`src/rtl/fir_pkg.sv`:
```
// Shared constants, coefficient table, FSM encoding and output saturation
// for the polyphase interpolating FIR.
package fir_pkg;

  localparam int DEF_DW   = 8;
  localparam int DEF_CW   = 8;
  localparam int DEF_OW   = 16;
  localparam int DEF_TAPS = 8;
  localparam int DEF_L    = 2;
  localparam int DEF_M    = DEF_TAPS / DEF_L;

  // One guard bit beyond the worst-case sum of M full-scale products
  localparam int ACC_W = DEF_DW + DEF_CW + $clog2(DEF_M) + 1;

  // Pulse-shaping prototype; branch p uses taps p, p+L, p+2L, ...
  localparam logic signed [DEF_CW-1:0] COEF [DEF_TAPS] =
    '{8'sd1, 8'sd2, 8'sd3, 8'sd4, 8'sd4, 8'sd3, 8'sd2, 8'sd1};

  localparam logic signed [ACC_W-1:0] SAT_MAX = ACC_W'(2**(DEF_OW-1) - 1);
  localparam logic signed [ACC_W-1:0] SAT_MIN = ACC_W'(-(2**(DEF_OW-1)));

  typedef enum logic [1:0] {IDLE, MAC, OUT} state_t;

  function automatic logic signed [DEF_OW-1:0] saturate(input logic signed [ACC_W-1:0] v);
    if (v > SAT_MAX) return SAT_MAX[DEF_OW-1:0];
    if (v < SAT_MIN) return SAT_MIN[DEF_OW-1:0];
    return v[DEF_OW-1:0];
  endfunction

endpackage

```
`src/rtl/fir_mac.sv`:
```
// Single signed multiply-accumulate with synchronous clear; exposes the
// saturated value of the running sum including the current product.
module fir_mac
  import fir_pkg::*;
#(
  parameter int DW = DEF_DW,
  parameter int CW = DEF_CW,
  parameter int OW = DEF_OW,
  parameter int AW = ACC_W
) (
  input  logic                 clk,
  input  logic                 reset,
  input  logic                 clr,
  input  logic                 en,
  input  logic signed [DW-1:0] x,
  input  logic signed [CW-1:0] h,
  output logic signed [OW-1:0] sat
);

  logic signed [DW+CW-1:0] prod;
  logic signed [AW-1:0]    prod_ext;
  logic signed [AW-1:0]    sum;
  logic signed [AW-1:0]    acc_reg;

  assign prod     = x * h;
  assign prod_ext = {{(AW-DW-CW){prod[DW+CW-1]}}, prod};
  assign sum      = acc_reg + prod_ext;
  assign sat      = saturate(sum);

  always_ff @(posedge clk or posedge reset) begin
    if (reset)
      acc_reg <= '0;
    else if (clr)
      acc_reg <= '0;
    else if (en)
      acc_reg <= sum;
  end

endmodule

```
`src/rtl/fir_interp_tx.sv`:
```
// Polyphase interpolate-by-L FIR: one input sample yields L outputs, each
// built over M cycles through one shared MAC.
module fir_interp_tx
  import fir_pkg::*;
#(
  parameter int TAPS = DEF_TAPS,
  parameter int L    = DEF_L,
  parameter int DW   = DEF_DW,
  parameter int CW   = DEF_CW,
  parameter int OW   = DEF_OW
) (
  input  logic                 clk,
  input  logic                 reset,
  input  logic                 in_valid,
  output logic                 in_ready,
  input  logic signed [DW-1:0] in_data,
  output logic                 out_valid,
  input  logic                 out_ready,
  output logic signed [OW-1:0] out_data
);

  localparam int M  = TAPS / L;
  localparam int AW = DW + CW + $clog2(M) + 1;
  localparam int KW = (M > 1) ? $clog2(M) : 1;
  localparam int PW = (L > 1) ? $clog2(L) : 1;
  localparam int TW = (TAPS > 1) ? $clog2(TAPS) : 1;

  state_t state_reg, state_next;

  logic [KW-1:0]         k_reg;
  logic [PW-1:0]         phase_reg;
  logic signed [DW-1:0]  x_reg [M];
  logic                  out_valid_reg;
  logic signed [OW-1:0]  out_data_reg;

  logic                  accept, handshake, last_tap, last_phase;
  logic                  mac_clr, mac_en;
  logic [TW-1:0]         tap_idx;
  logic signed [DW-1:0]  mac_x;
  logic signed [CW-1:0]  mac_h;
  logic signed [OW-1:0]  mac_sat;

  // in_ready must drop the instant reset rises, not a clock later
  assign in_ready   = (state_reg == IDLE) && !reset;
  assign accept     = in_valid && in_ready;
  assign handshake  = (state_reg == OUT) && out_valid_reg && out_ready;
  assign last_tap   = (k_reg == KW'(M - 1));
  assign last_phase = (phase_reg == PW'(L - 1));
  assign mac_clr    = accept || (handshake && !last_phase);
  assign mac_en     = (state_reg == MAC);
  assign out_valid  = out_valid_reg;
  assign out_data   = out_data_reg;

  always_comb begin
    tap_idx = TW'(k_reg) * TW'(L) + TW'(phase_reg);
    mac_x   = x_reg[k_reg];
    mac_h   = COEF[tap_idx];
  end

  always_comb begin
    state_next = state_reg;
    case (state_reg)
      IDLE:    if (accept) state_next = MAC;
      MAC:     if (last_tap) state_next = OUT;
      OUT:     if (handshake) state_next = last_phase ? IDLE : MAC;
      default: state_next = IDLE;
    endcase
  end

  always_ff @(posedge clk or posedge reset) begin
    if (reset)
      state_reg <= IDLE;
    else
      state_reg <= state_next;
  end

  always_ff @(posedge clk or posedge reset) begin
    if (reset) begin
      k_reg         <= '0;
      phase_reg     <= '0;
      out_valid_reg <= 1'b0;
      out_data_reg  <= '0;
      for (int i = 0; i < M; i++) x_reg[i] <= '0;
    end else begin
      if (accept) begin
        x_reg[0] <= in_data;
        for (int i = 1; i < M; i++) x_reg[i] <= x_reg[i-1];
        phase_reg <= '0;
        k_reg     <= '0;
      end
      if (mac_en) begin
        k_reg <= last_tap ? '0 : k_reg + 1'b1;
        if (last_tap) begin
          out_data_reg  <= mac_sat;
          out_valid_reg <= 1'b1;
        end
      end
      if (handshake) begin
        out_valid_reg <= 1'b0;
        if (!last_phase) begin
          phase_reg <= phase_reg + 1'b1;
          k_reg     <= '0;
        end
      end
    end
  end

  fir_mac #(
    .DW (DW),
    .CW (CW),
    .OW (OW),
    .AW (AW)
  ) u_mac (
    .clk   (clk),
    .reset (reset),
    .clr   (mac_clr),
    .en    (mac_en),
    .x     (mac_x),
    .h     (mac_h),
    .sat   (mac_sat)
  );

endmodule

```
`config.mk`:
```
export PLATFORM = sky130hd
export DESIGN_NAME = fir_interp_tx
export DESIGN_NICKNAME = d
export VERILOG_FILES = /design/src/rtl/fir_pkg.sv /design/src/rtl/fir_mac.sv /design/src/rtl/fir_interp_tx.sv
export SDC_FILE = /design/constraint.sdc
export NUM_CORES = 1
export LEC_CHECK = 0
export ABC_AREA = 1
export BUFFER_PORTS_ARGS = -buffer_cell sky130_fd_sc_hd__buf_2
export CORE_MARGIN = 10
export CORE_UTILIZATION = 60
export CTS_CLUSTER_DIAMETER = 100
export DETAILED_ROUTE_END_ITERATION = 7
export HOLD_SLACK_MARGIN = 0.02
export PLACE_DENSITY = 0.78
export SETUP_SLACK_MARGIN = 0.15
export SYNTH_ARGS = -nofsm -noshare
export SYNTH_HDL_FRONTEND = slang
export SYNTH_SLANG_ARGS = --single-unit
```
`constraint.sdc`:
```
create_clock -name clk -period 5.1 [get_ports clk]
set_input_delay 0.765 -clock clk [delete_from_list [all_inputs] [get_ports clk]]
set_output_delay 0.765 -clock clk [all_outputs]
set_load 0.01 [all_outputs]
```
==> results of run 1 <==
## cells in the mapped netlist, types with 2 or more instances
cell,count,area share (%)
sky130_fd_sc_hd__nand3_4,2,0.60
sky130_fd_sc_hd__o21ai_0,62,5.3
sky130_fd_sc_hd__nand2_2,14,1.5
sky130_fd_sc_hd__o22ai_1,4,0.43
sky130_fd_sc_hd__nand2_4,2,0.39
sky130_fd_sc_hd__ha_1,54,12
sky130_fd_sc_hd__inv_2,10,0.65
sky130_fd_sc_hd__nor3_1,4,0.34
sky130_fd_sc_hd__clkbuf_1,13,0.84
sky130_fd_sc_hd__nor2_1,33,2.1
sky130_fd_sc_hd__nand2_1,214,14
sky130_fd_sc_hd__dfrtp_1,73,31
sky130_fd_sc_hd__a21oi_1,22,1.9
sky130_fd_sc_hd__xor2_1,11,1.7
sky130_fd_sc_hd__nand4_1,2,0.22
sky130_fd_sc_hd__inv_1,168,11
sky130_fd_sc_hd__inv_4,2,0.22
sky130_fd_sc_hd__nand3_1,26,2.2
sky130_fd_sc_hd__fa_1,33,11
## routing by layer
metal | global-route usage [%] | routed length, um | vias to the layer above
met5 | 0 | 0 | -
met4 | 6.87 | 342 | 0
met3 | 3.00 | 716 | 31
met2 | 29.8 | 6220 | 132
met1 | 23.4 | 5680 | 2264
li1 | - | - | 2389
## repair_timing
| item | in CTS | in global routing |
|---|---|---|
| endpoints found under the setup margin | 10 | 19 |
| pin swaps | 0 | 5 |
| gates resized for setup | 2 | 38 |
| buffers inserted | 3 | 7 |
| gates cloned | 0 | 2 |
## tightest hold or removal path: stages, from the launching register on
cell and delay [ns]:
sky130_fd_sc_hd__dfrtp_1 0.34, sky130_fd_sc_hd__nand2_1 0.05, sky130_fd_sc_hd__nand2_1 0.05
## worst min-delay path by stage
| stage | startpoint | end |
|---|---|---|
| detailed placement | out_data[1] | out_data[1] |
| finish | out_data[12] | out_data[12] |
| global route | out_data[9] | out_data[9] |
| floorplan | x_reg[7] | x_reg[7] |
| global placement | out_data[12] | out_data[12] |
| CTS | out_data[12] | out_data[12] |
## cell families after synthesis
kind of cell	Yosys count
compound gates	90
xor+xnor	12
fa+ha+maj	87
buf+inv	199
flops	73
simple gates	303
## per-stage QoR
stage / hold WS [ns] / worst slack [ns] / cell area (um^2) / utilization (%)
after floorplan: 0.449 / 0.465 / 5810 / -
after global placement: 0.457 / 0.297 / 6120 / 65.6
after detailed placement: 0.459 / 0.156 / 6120 / 65.6
after CTS: 0.480 / 0.232 / 6320 / 67.7
after global routing: 0.489 / 0.125 / 6530 / 70.0
final: 0.477 / 0.313 / 6530 / 70.0
## cell type report
class / count / area share, %
clock buffers: 10 / 1.95
flip-flops and latches: 73 / 28.0
inverters: 181 / 10.5
well taps: 129 / 2.47
multi-input cells: 494 / 51.3
repair buffers: 51 / 5.06
clock inverters: 6 / 0.651
==> metrics.txt, run 1 <==
# TYPE chip_impl_metric gauge
chip_impl_metric{name="first_pass_grt_wire_length",unit="mm"} 21.4
chip_impl_info{name="worstSetupStartpointType",value="flip-flop"} 1
chip_impl_metric{name="fin_crit",unit="ns"} 4.79
chip_impl_metric{name="ff2ff_path_depth",unit=""} 27
chip_impl_metric{name="clk_pin_slew_worst_setup_hold_paths",unit="ns"} 0.09
chip_impl_metric{name="synth-adder-area-share",unit="%"} 23.0
chip_impl_metric{name="largest_register_ff_count",unit=""} 32
chip_impl_metric{name="r2r_setup_slack",unit="ns"} 0.31
chip_impl_metric{name="routedWlPerCell",unit="um"} 13.7
chip_impl_info{name="cts_tree",value="done"} 1
chip_impl_metric{name="timing.critical_path.slowest_cell_delay",unit="ns"} 0.53
chip_impl_metric{name="via_count",unit=""} 4816
chip_impl_metric{name="place.port_buffers",unit=""} 29
chip_impl_info{name="timing.critical_path.from",value="k_reg[0]"} 1
chip_impl_metric{name="post_synth_instance_area",unit="um^2"} 5810
chip_impl_metric{name="fill_cells",unit=""} 746
chip_impl_metric{name="timing.critical_path.depth",unit=""} 27
chip_impl_metric{name="area_enclosed_by_the_die_boundary",unit="um^2"} 14000
chip_impl_metric{name="cts_buffers",unit=""} 9
chip_impl_metric{name="drc",unit=""} 0
chip_impl_metric{name="ant_nets",unit=""} 0
chip_impl_metric{name="max_slew_margin",unit="%"} 40.5
chip_impl_metric{name="xor_xnor_portion_of_the_synthesized_cell_area",unit="%"} 1.81
chip_impl_metric{name="layout.area.seq",unit="um^2"} 1830
chip_impl_metric{name="crit_buf_inv",unit=""} 9
chip_impl_info{name="r2r_start",value="k_reg[0]"} 1
chip_impl_info{name="cts_root_buffer",value="sky130_fd_sc_hd__clkbuf_8"} 1
chip_impl_info{name="timing_worst_setup_path_type",value="reg -> reg"} 1
chip_impl_metric{name="synthesis.nets",unit=""} 863
chip_impl_info{name="setup_repair_after_global_routing_missed_its_margin",value="no"} 1
chip_impl_metric{name="grt_antenna_before_repair",unit=""} 0
chip_impl_metric{name="area_growth_syn_to_layout",unit="%"} 12.4
chip_impl_metric{name="first_pass_iteration_count_of_the_detailed_router",unit=""} 7
chip_impl_metric{name="number_of_global_route_vias_before_repair",unit=""} 4692
chip_impl_metric{name="synth_simple_gate_area_share",unit="%"} 22.3
chip_impl_metric{name="post_cts_hold_buffer_count",unit=""} 0
chip_impl_info{name="worstSetupEndpointType",value="flip-flop"} 1
chip_impl_metric{name="nNetsFinal",unit=""} 909
chip_impl_metric{name="netlist-cell-type-count",unit=""} 34
chip_impl_info{name="run_status",value="complete, no violations"} 1
chip_impl_metric{name="finalWeightedCongestion",unit=""} 1.05
chip_impl_metric{name="cts_num_sinks",unit=""} 73
chip_impl_metric{name="synth_seq_area_share",unit="%"} 31.4
chip_impl_metric{name="synthCells",unit=""} 764
chip_impl_metric{name="max_cap_violations",unit=""} 0
chip_impl_metric{name="finalMaxSlewViolations",unit=""} 0
chip_impl_metric{name="synth_seq_cells",unit=""} 73
chip_impl_metric{name="multi_input_combinational_cell_area",unit="um^2"} 3350
chip_impl_metric{name="report.final.hold_viol_count",unit=""} 0
chip_impl_metric{name="num_io_pins",unit=""} 30
chip_impl_metric{name="route.detailed.vias_per_inst",unit=""} 5.10
chip_impl_info{name="crit_family",value="adder cells"} 1
chip_impl_metric{name="placeableCoreArea",unit="um^2"} 9330
chip_impl_metric{name="worstPathMaxFanout",unit=""} 7
chip_impl_info{name="path_class_of_the_lowest_slack_min_delay_path",value="reg -> reg"} 1
chip_impl_metric{name="final.period_utilization",unit="%"} 93.9
chip_impl_metric{name="avgSynthCellArea",unit="um^2"} 7.61
chip_impl_metric{name="tightest_slew",unit="ns"} 0.889
chip_impl_metric{name="die_w",unit="um"} 118
chip_impl_metric{name="worst_hold_path.num_cells",unit=""} 2
chip_impl_metric{name="critPathArrivalTime",unit="ns"} 5.04
chip_impl_metric{name="dieHeight",unit="um"} 118
chip_impl_metric{name="report.final.setup_viol",unit=""} 0
chip_impl_metric{name="synth-compound-area-share",unit="%"} 7.92
chip_impl_metric{name="placementRows",unit=""} 35
chip_impl_metric{name="globalRouteOverflowTotal",unit=""} 0
chip_impl_metric{name="htree_num_levels",unit=""} 3
chip_impl_info{name="synth_top_flop_cell",value="sky130_fd_sc_hd__dfrtp_1"} 1
chip_impl_metric{name="synth-edff-count",unit=""} 0
chip_impl_metric{name="dp_hpwl",unit="mm"} 9.61
chip_impl_metric{name="final.setup_skew",unit="ns"} 0.0109
chip_impl_metric{name="cp_data_required_time",unit="ns"} 5.35
chip_impl_metric{name="yosys-mux-area-fraction",unit="%"} 0
chip_impl_metric{name="n_antenna_cell",unit=""} 0
chip_impl_metric{name="synth_warnings",unit=""} 0
chip_impl_metric{name="largest_net_degree_at_the_start_of_global_routing",unit=""} 74
chip_impl_metric{name="placed_cells",unit=""} 916
chip_impl_info{name="final_cell_mix",value="208 x sky130_fd_sc_hd__nand2_1, 163 x sky130_fd_sc_hd__inv_1, 72 x sky130_fd_sc_hd__dfrtp_1, 62 x sky130_fd_sc_hd__o21ai_0, 44 x sky130_fd_sc_hd__ha_1"} 1
chip_impl_metric{name="setup_total_negative_slack",unit="ns"} 0
chip_impl_metric{name="globalRouteTotalUtil",unit="%"} 18.1
chip_impl_info{name="cpMostUsedCell",value="sky130_fd_sc_hd__nand2_1"} 1
chip_impl_info{name="crit-reg2reg-capture",value="out_data[8]"} 1
chip_impl_metric{name="fmax",unit="MHz"} 209
chip_impl_metric{name="insertion_delay",unit="ns"} 0.35
chip_impl_metric{name="clk_path_buf_depth",unit=""} 2
chip_impl_info{name="setup.worst_path.end",value="out_data[8]"} 1
chip_impl_metric{name="effective_utilization_at_floorplan",unit="%"} 62.3
chip_impl_metric{name="postSynth.asyncResetShare",unit="%"} 100
chip_impl_metric{name="routed_wl",unit="mm"} 13.0
chip_impl_metric{name="drive_gt1_share",unit="%"} 16.8
chip_impl_metric{name="fin_cells",unit=""} 944
chip_impl_info{name="layout_commonest_cell",value="sky130_fd_sc_hd__nand2_1"} 1
chip_impl_metric{name="first_iter_violations",unit=""} 271
chip_impl_info{name="timing.critical_path.slowest_stage_cell",value="sky130_fd_sc_hd__fa_1"} 1
chip_impl_info{name="synth_top_family_by_area",value="adder cells"} 1
Power of run 1 is not shown: default switching activity piles up to over one toggle a cycle in this logic, so the estimate is an artifact.
==> run 2: changes to the inputs <==
clock period = 5.6 ns   (was 5.1 ns; I/O delays follow)
==> run 2 against run 1 <==
Worst setup slack better by 0.26 ns; via count down 4.7%; critical endpoint is now out_data[12]; global-route usage down 0.72 points; critical path type unchanged.
==> metrics.txt, run 2 (synthesis gave the netlist of run 1 again) <==
# TYPE chip_impl_metric gauge
chip_impl_metric{name="n_antenna_cell",unit=""} 0
chip_impl_metric{name="ant_nets",unit=""} 0
chip_impl_metric{name="dieHeight",unit="um"} 118
chip_impl_metric{name="insertion_delay",unit="ns"} 0.37
chip_impl_metric{name="number_of_global_route_vias_before_repair",unit=""} 4355
chip_impl_metric{name="first_iter_violations",unit=""} 268
chip_impl_metric{name="finalWeightedCongestion",unit=""} 1.03
chip_impl_metric{name="globalRouteOverflowTotal",unit=""} 0
chip_impl_metric{name="clk_path_buf_depth",unit=""} 2
chip_impl_metric{name="placementRows",unit=""} 35
chip_impl_info{name="hold_path_startpoint",value="out_data[14]"} 1
chip_impl_metric{name="cts_buffers",unit=""} 9
chip_impl_info{name="worstSetupStartpointType",value="flip-flop"} 1
chip_impl_metric{name="area_enclosed_by_the_die_boundary",unit="um^2"} 14000
chip_impl_metric{name="routed_wl",unit="mm"} 12.1
chip_impl_metric{name="pre_cts_ws",unit="ns"} 0.297
chip_impl_metric{name="routedWlPerCell",unit="um"} 13.1
chip_impl_metric{name="clk_pin_slew_worst_setup_hold_paths",unit="ns"} 0.08
chip_impl_metric{name="timing.critical_path.depth",unit=""} 28
chip_impl_info{name="path_class_of_the_lowest_slack_min_delay_path",value="reg -> reg"} 1
chip_impl_info{name="run_status",value="complete, no violations"} 1
chip_impl_metric{name="num_io_pins",unit=""} 30
chip_impl_metric{name="finalMaxSlewViolations",unit=""} 0
chip_impl_metric{name="max_slew_margin",unit="%"} 32.7
chip_impl_metric{name="cp_data_required_time",unit="ns"} 5.85
chip_impl_info{name="cts_tree",value="done"} 1
chip_impl_metric{name="fmax",unit="MHz"} 199
chip_impl_info{name="cts_root_buffer",value="sky130_fd_sc_hd__clkbuf_8"} 1
chip_impl_metric{name="first_pass_grt_wire_length",unit="mm"} 20.4
chip_impl_metric{name="postLayoutSetupSlackWorst",unit="ns"} 0.572
chip_impl_metric{name="first_pass_iteration_count_of_the_detailed_router",unit=""} 5
chip_impl_metric{name="placeableCoreArea",unit="um^2"} 9330
chip_impl_info{name="whs_endpoint",value="out_data[14]"} 1
chip_impl_metric{name="largest_net_degree_at_the_start_of_global_routing",unit=""} 74
chip_impl_metric{name="via_count",unit=""} 4591
chip_impl_metric{name="die_w",unit="um"} 118
chip_impl_metric{name="route.detailed.vias_per_inst",unit=""} 4.96
chip_impl_metric{name="largest_register_ff_count",unit=""} 32
chip_impl_metric{name="drive_gt1_share",unit="%"} 11.8
chip_impl_metric{name="htree_num_levels",unit=""} 3
chip_impl_info{name="cpMostUsedCell",value="sky130_fd_sc_hd__nand2_1"} 1
chip_impl_metric{name="ff2ff_path_depth",unit=""} 28
chip_impl_metric{name="worstPathMaxFanout",unit=""} 10
chip_impl_metric{name="final.period_utilization",unit="%"} 89.8
chip_impl_metric{name="effective_utilization_at_floorplan",unit="%"} 62.3
chip_impl_metric{name="tightest_slew",unit="ns"} 1.01
chip_impl_info{name="r2r_start",value="last_phase"} 1
chip_impl_metric{name="timing.critical_path.slowest_cell_delay",unit="ns"} 0.53
chip_impl_metric{name="setup_total_negative_slack",unit="ns"} 0
chip_impl_metric{name="final.setup_skew",unit="ns"} 0.0111
chip_impl_metric{name="nNetsFinal",unit=""} 891
chip_impl_metric{name="r2r_setup_slack",unit="ns"} 0.57
chip_impl_metric{name="drc",unit=""} 0
chip_impl_metric{name="cts_num_sinks",unit=""} 73
chip_impl_info{name="worstSetupEndpointType",value="flip-flop"} 1
chip_impl_info{name="timing_worst_setup_path_type",value="reg -> reg"} 1
chip_impl_metric{name="post_cts_hold_buffer_count",unit=""} 0
chip_impl_info{name="crit_family",value="adder cells"} 1
chip_impl_info{name="crit-reg2reg-capture",value="out_data[12]"} 1
chip_impl_metric{name="report.final.hold_viol_count",unit=""} 0
chip_impl_metric{name="fill_cells",unit=""} 768
chip_impl_metric{name="worst_hold_path.num_cells",unit=""} 2
chip_impl_metric{name="max_cap_violations",unit=""} 0
chip_impl_metric{name="report.final.setup_viol",unit=""} 0
chip_impl_metric{name="crit_buf_inv",unit=""} 7
chip_impl_metric{name="place.port_buffers",unit=""} 29
chip_impl_metric{name="globalRouteTotalUtil",unit="%"} 17.4
chip_impl_metric{name="critPathArrivalTime",unit="ns"} 5.28
chip_impl_metric{name="area_growth_syn_to_layout",unit="%"} 8.07
chip_impl_info{name="final_cell_mix",value="214 x sky130_fd_sc_hd__nand2_1, 165 x sky130_fd_sc_hd__inv_1, 71 x sky130_fd_sc_hd__dfrtp_1, 62 x sky130_fd_sc_hd__o21ai_0, 54 x sky130_fd_sc_hd__ha_1"} 1
chip_impl_metric{name="grt_antenna_before_repair",unit=""} 0
chip_impl_metric{name="dp_hpwl",unit="mm"} 9.61
chip_impl_info{name="setup_repair_after_global_routing_missed_its_margin",value="no"} 1
chip_impl_metric{name="fin_crit",unit="ns"} 5.03
chip_impl_info{name="timing.critical_path.slowest_stage_cell",value="sky130_fd_sc_hd__fa_1"} 1
chip_impl_info{name="layout_commonest_cell",value="sky130_fd_sc_hd__nand2_1"} 1
[run 2: cell count changes in the layout (fill, tap and decap cells not counted), sizes merged]
cell / change
nand2: -2
clkinv: -1
clkbuf: -1
clkinvlp: +1
inv: +1
buf: -16
[run 2: worst max path at each step]
stage              endpoint  slack, ns  startpoint
6_report       out_data[12]       0.57  last_phase
5_1_grt        out_data[13]       0.21    k_reg[1]
4_1_cts         out_data[0]       0.24    k_reg[0]
3_5_place_dp    out_data[0]       0.30    k_reg[0]
3_3_place_gp    out_data[0]       0.36    k_reg[1]
2_1_floorplan   out_data[9]       0.97    k_reg[0]
[run 2: final cells by class]
| type | instances | area (um^2) | share of cell area (%) |
|---|---|---|---|
| Clock buffer | 9 | 124 | 1.97 |
| Clock inverter | 7 | 60.1 | 0.956 |
| Inverter | 181 | 688 | 11.0 |
| Multi-Input combinational cell | 492 | 3220 | 51.2 |
| Sequential cell | 73 | 1830 | 29.1 |
| Tap cell | 129 | 161 | 2.57 |
| Timing Repair Buffer | 35 | 203 | 3.23 |
[run 2: what timing repair did]
action	in CTS	in global routing
buffers inserted	0	3
gates resized for setup	0	7
setup endpoints to repair	0	20
[run 2: through the flow]
step / util, % / instances / hold slack (ns) / cell area [um^2]
3_3_place_gp: 64.7 / 907 / 0.457 / 6040
4_1_cts: 66.7 / 923 / 0.483 / 6220
3_5_place_dp: 64.7 / 907 / 0.460 / 6040
5_1_grt: 67.4 / 926 / 0.502 / 6280
2_1_floorplan: - / 764 / 0.449 / 5810
6_report: 67.4 / 926 / 0.478 / 6280
[run 2: worst min-delay path, stage by stage, from the launching register on]
cell                      delay [ns]
sky130_fd_sc_hd__dfrtp_1        0.35
sky130_fd_sc_hd__nand2_1        0.05
sky130_fd_sc_hd__nand2_1        0.05
[run 2: per-layer routing]
metal | GRT usage [%] | up-vias | wire length [um]
met5 | 0 | - | 0
met4 | 4.73 | 0 | 90
met3 | 3.95 | 8 | 758
met2 | 28.0 | 126 | 5620
met1 | 23.0 | 2107 | 5660
li1 | - | 2350 | -
Power of run 2 is left out for the same reason.
